**config.mk**
```make
export PLATFORM = sky130hd
export DESIGN_NAME = queue_enq_arbiter
export DESIGN_NICKNAME = d
export VERILOG_FILES = /design/src/rtl/queue_enq_arbiter.sv
export SDC_FILE = /design/constraint.sdc
export NUM_CORES = 1
export LEC_CHECK = 0
export ABC_AREA = 1
export ABC_CLOCK_PERIOD_IN_PS = 6300
export CAP_MARGIN = 20
export CORE_UTILIZATION = 30
export DETAILED_ROUTE_END_ITERATION = 7
export GPL_TIMING_DRIVEN = 0
export PLACE_DENSITY = 0.62
export SKIP_CTS_REPAIR_TIMING = 1
export SYNTH_ARGS = -nofsm -noshare
export SYNTH_HDL_FRONTEND = slang
export SYNTH_SLANG_ARGS = --single-unit
```
**constraint.sdc**
```tcl
create_clock -name clk -period 6.3 [get_ports clk]
set_input_delay 1.89 -clock clk [delete_from_list [all_inputs] [get_ports clk]]
set_output_delay 1.89 -clock clk [all_outputs]
set_load 0.01 [all_outputs]
```
**src/rtl/queue_enq_arbiter.sv**
```systemverilog
// rtl/queue_enq_arbiter.sv - round-robin enqueue arbiter, dequeue gate and flush sequencer for one circular queue
// Optional stall statistics counter enabled by defining QARB_STALL_STATS_EN.
module queue_enq_arbiter #(
  parameter int WIDTH   = 32,
  parameter int NUM_REQ = 4,
  parameter int SIZE    = 8
) (
  input  logic                       clk,
  input  logic                       rst,
  input  logic [NUM_REQ-1:0]         req,
  input  logic [NUM_REQ*WIDTH-1:0]   req_data,
  output logic [NUM_REQ-1:0]         gnt,
  input  logic                       deq_req,
  output logic                       deq_valid,
  input  logic                       flush,
  output logic                       q_enq,
  output logic                       q_deq,
  output logic [WIDTH-1:0]           q_in,
  output logic                       q_flush,
  output logic [$clog2(SIZE):0]      count,
  output logic                       busy
`ifdef QARB_STALL_STATS_EN
  ,
  output logic [31:0]                stall_cnt
`endif
);

  localparam int CW = $clog2(SIZE) + 1;
  localparam int PW = $clog2(NUM_REQ);
  localparam logic [CW-1:0] SIZE_C = CW'(SIZE);

  typedef enum logic {
    S_RUN   = 1'b0,
    S_FLUSH = 1'b1
  } state_e;

  state_e          state_q, state_d;
  logic [PW-1:0]   rr_ptr_q, rr_ptr_d;
  logic [CW-1:0]   count_q, count_d;
  logic            deq_valid_q, deq_valid_d;
  logic            can_enq;
  logic            found;
  int              tgt;

  always_ff @(posedge clk) begin
    if (rst) begin
      state_q     <= S_RUN;
      rr_ptr_q    <= '0;
      count_q     <= '0;
      deq_valid_q <= 1'b0;
    end else begin
      state_q     <= state_d;
      rr_ptr_q    <= rr_ptr_d;
      count_q     <= count_d;
      deq_valid_q <= deq_valid_d;
    end
  end

  always_comb begin
    state_d     = state_q;
    rr_ptr_d    = rr_ptr_q;
    count_d     = count_q;
    deq_valid_d = 1'b0;
    gnt         = '0;
    q_enq       = 1'b0;
    q_deq       = 1'b0;
    q_in        = '0;
    q_flush     = 1'b0;
    busy        = 1'b0;
    can_enq     = 1'b0;
    found       = 1'b0;
    tgt         = 0;

    if (state_q == S_FLUSH) begin
      q_flush     = 1'b1;
      busy        = 1'b1;
      count_d     = '0;
      deq_valid_d = 1'b0;
      state_d     = S_RUN;
    end else begin
      q_deq   = deq_req && (count_q != '0);
      // A full queue can still accept when the same edge frees a slot.
      can_enq = (count_q < SIZE_C) || ((count_q == SIZE_C) && q_deq);

      if (can_enq) begin
        for (int k = 0; k < NUM_REQ; k++) begin
          tgt = int'(rr_ptr_q) + k;
          if (tgt >= NUM_REQ) tgt = tgt - NUM_REQ;
          for (int i = 0; i < NUM_REQ; i++) begin
            if (!found && (i == tgt) && req[i]) begin
              found    = 1'b1;
              gnt[i]   = 1'b1;
              q_in     = req_data[i*WIDTH +: WIDTH];
              rr_ptr_d = (i == NUM_REQ - 1) ? '0 : PW'(i + 1);
            end
          end
        end
      end

      q_enq       = found;
      deq_valid_d = q_deq;

      case ({q_enq, q_deq})
        2'b10:   count_d = count_q + CW'(1);
        2'b01:   count_d = count_q - CW'(1);
        default: count_d = count_q;
      endcase

      if (flush) state_d = S_FLUSH;
    end
  end

  assign count     = count_q;
  assign deq_valid = deq_valid_q;

`ifdef QARB_STALL_STATS_EN
  logic [31:0] stall_cnt_q, stall_cnt_d;

  // Flush does not clear the statistic; only reset does.
  always_comb begin
    stall_cnt_d = stall_cnt_q;
    if ((state_q == S_RUN) && (|req) && !can_enq && (stall_cnt_q != 32'hFFFF_FFFF))
      stall_cnt_d = stall_cnt_q + 32'd1;
  end

  always_ff @(posedge clk) begin
    if (rst) stall_cnt_q <= '0;
    else     stall_cnt_q <= stall_cnt_d;
  end

  assign stall_cnt = stall_cnt_q;
`endif

endmodule

```
==> out/metrics.cfg <==
[clock_tree]
path_clk_slew_ns = 0.04
clock_path_buffers = 2
clock_latency_ns = 0.23
tritoncts = yes
cts.sinks = 8
htreeDepth = 1
cts_buffers = 3
cts_root_buf = clkbuf_16

[critical_path]
startpoint_type = input port
timing.rr.start = rr_ptr_q[0]$_SDFFE_PP0P_
reg2reg_depth = 20
required_ns = 4.41
r2r_setup_slack_ns = 3.10
worstSetupPathType = in -> out
arrival_ns = 4.34
r2r-end = count[2]$_SDFFE_PP0P_
cp_max_fo = 10
endpoint_kind = output port

[pwr]
switching_share_pct = 58.5
p_sw_uw = 1920
vdd_drop_max_v = 0.000320
fin_total_pwr_uw = 3290
power_density_nw_per_um2 = 399
seqPwrFrac_pct = 2.5
p_int_uw = 1360
combPwrFrac_pct = 94.3
power.leakage_uw = 0.00427
p_clk_share_pct = 3.2

[floorplan]
ios = 181
start_util_pct = 31.0
core_area_sq_um = 18200
die_area_sq_um = 19400
die_x_microns = 139
fp.dieH_microns = 139
fp-row-count = 49

[finish]
drive_gt1_share_pct = 8.50
post-route-util_pct = 45.2
final_cell_mix = nor2_1 (316), nand2_1 (302), nand3_1 (176)
syn_to_final_growth_pct = 45.7
final_common_cell = nor2_1
finalNonFillerCells = 1665
final_nets = 1576

[detailed_routing]
routed_wl_microns = 29400
ant_nets = 0
wl_per_cell_microns = 17.6
drc = 13
vias = 9138
drtIter0Drc = 1243
drt-vias-per-instance = 5.49
first_pass_iters = 8

[sta]
setup_slack_ns = 0.0663
maxSlewHeadroom_pct = 51.0
fin_crit_sh_pct = 98.9
fmax_mhz = 160
slew_viol_final = 0
tightest_slew_ns = 0.736
min_period_ns = 6.23
fin_tns_setup_ns = 0
fin_worst_skew_ns = 0.000919
rsz0062_at_grt = yes
finalHoldViolCount = 0
finalSetupViolCount = 0

[placement]
dp_slack_ns = -0.881
port-buffer-count = 178
dpl.cell_count = 1645
dpl.hpwl_microns = 20900
routabilityCongestion = 0.953

[synthesis]
netlist_area_sq_um = 5650
ys_warn_count = 0
seq_area_frac_synth_pct = 2.83
ys_types = 34
yosys.area.top_type = nor2_1
synth_seq_cells = 8
synth_area_leaders = nor2_1 (21%), nand2_1 (20%), nand3_1 (16%)
synth_top_area_share_pct = 21.3
synthCells = 1238
synth_flop_cell = dfxtp_1
synth-edff-count = 0
syn_area_per_cell_sq_um = 4.56
syn_nets = 1377
postSynth.asyncResetShare_pct = 0

[worst_hold_path]
hp-start = count[1]$_SDFFE_PP0P_
hold_path_end = count[1]$_SDFFE_PP0P_
hold_depth = 2
hold_path.class = reg -> reg

[flow_run]
cap_viol_max_count = 0

[global_route]
track_usage_pct = 28.8
grt_pass1_vias = 8258
grt-ovfl-total = 0
antenna_found_initial = 2
grt_first_pass_wirelength_microns = 44900
grt_max_degree = 11

[run_status]
status = finished, violations left
violations = design-rule violations

==> through the flow <==
stage / hold slack (ns) / instance area (sq um)
3_5_place_dp: 0.524 / 7720
4_1_cts: 0.531 / 7790
6_report: 0.527 / 8230
2_1_floorplan: 0.529 / 5650
5_1_grt: 0.578 / 8230
3_3_place_gp: 0.514 / 7720
==> flip-flops by register name (all words and copies together) (netlist names) <==
name,cells
count,4
rr_ptr_q,2
deq_valid,1
state_q,1
==> area by class of cell <==
cell class | count | area [sq um]
antenna | 1 | 2.50
buffer | 90 | 470
clock buffer | 3 | 75.1
fill | 1990 | 9980
inverter | 105 | 400
multi-input combinational | 1035 | 4830
sequential | 8 | 160
tap | 229 | 287
timing repair buffer | 194 | 2000
==> cell families after synthesis <==
logic type / after synthesis / share of synthesized area (%)
AO/OA/AOI/OAI: 53 / 4.94
XOR/XNOR: 3 / 0.465
adder cells (fa/ha/maj): 3 / 0.664
buffers and inverters: 195 / 13.7
flip-flops: 8 / 2.83
AND/OR/NAND/NOR: 976 / 77.4
==> power by group through the flow <==
stage / sequential (uW) / clock, uW / combinational, uW
floorplan: 84.8 / 0 / 1760
global placement: 82.2 / 0 / 2890
detailed placement: 82.8 / 0 / 2900
CTS: 82.1 / 106 / 2920
global route: 85.0 / 110 / 3360
finish: 81.9 / 104 / 3100
==> worst max-delay path by stage <==
stage,from,to,slack (ns)
final,req[0],gnt[0],0.07
after global routing,req[0],gnt[1],-0.04
after global placement,req[2],q_in[14],-0.89
after CTS,req[2],q_in[14],-0.90
after floorplan,req[1],q_in[0],0.63
after detailed placement,req[2],q_in[14],-0.88
==> worst max-delay path, cell delays in order <==
cell	delay [ns]
buf_2	0.18
nand2_2	0.17
nand2_2	0.11
nor2_4	0.13
nand4_4	0.13
nor3_4	0.31
nand4_4	0.17
nor2_4	0.21
buf_6	0.21
nor3_1	0.07
a21oi_2	0.18
clkdlybuf4s50_1	0.57
==> cells in the mapped netlist, types with 2 or more instances <==
cell type and n:
dfxtp_1 8, nand4_1 123, a21oi_1 6, inv_2 4, inv_1 98, nor3_1 2
clkinv_1 3, nand3b_1 8, o21ai_1 23, buf_1 6, xor2_1 2, buf_2 26
nor2_2 4, a41oi_1 2, clkbuf_1 55, nand3_1 178, nand4_2 3, nor2_1 320
ha_1 3, o21ai_0 19, nand2_1 305, buf_4 3, or2_2 25, nand3_2 2
==> layer usage <==
metal / global-route usage (%) / up-vias / wire length, microns
met5: 0 / - / 10
met4: 13.0 / 2 / 1010
met3: 4.40 / 84 / 3140
met2: 44.5 / 580 / 13100
met1: 39.2 / 4019 / 12100
li1: - / 4453 / -
Power figures use the tool's default switching activity.
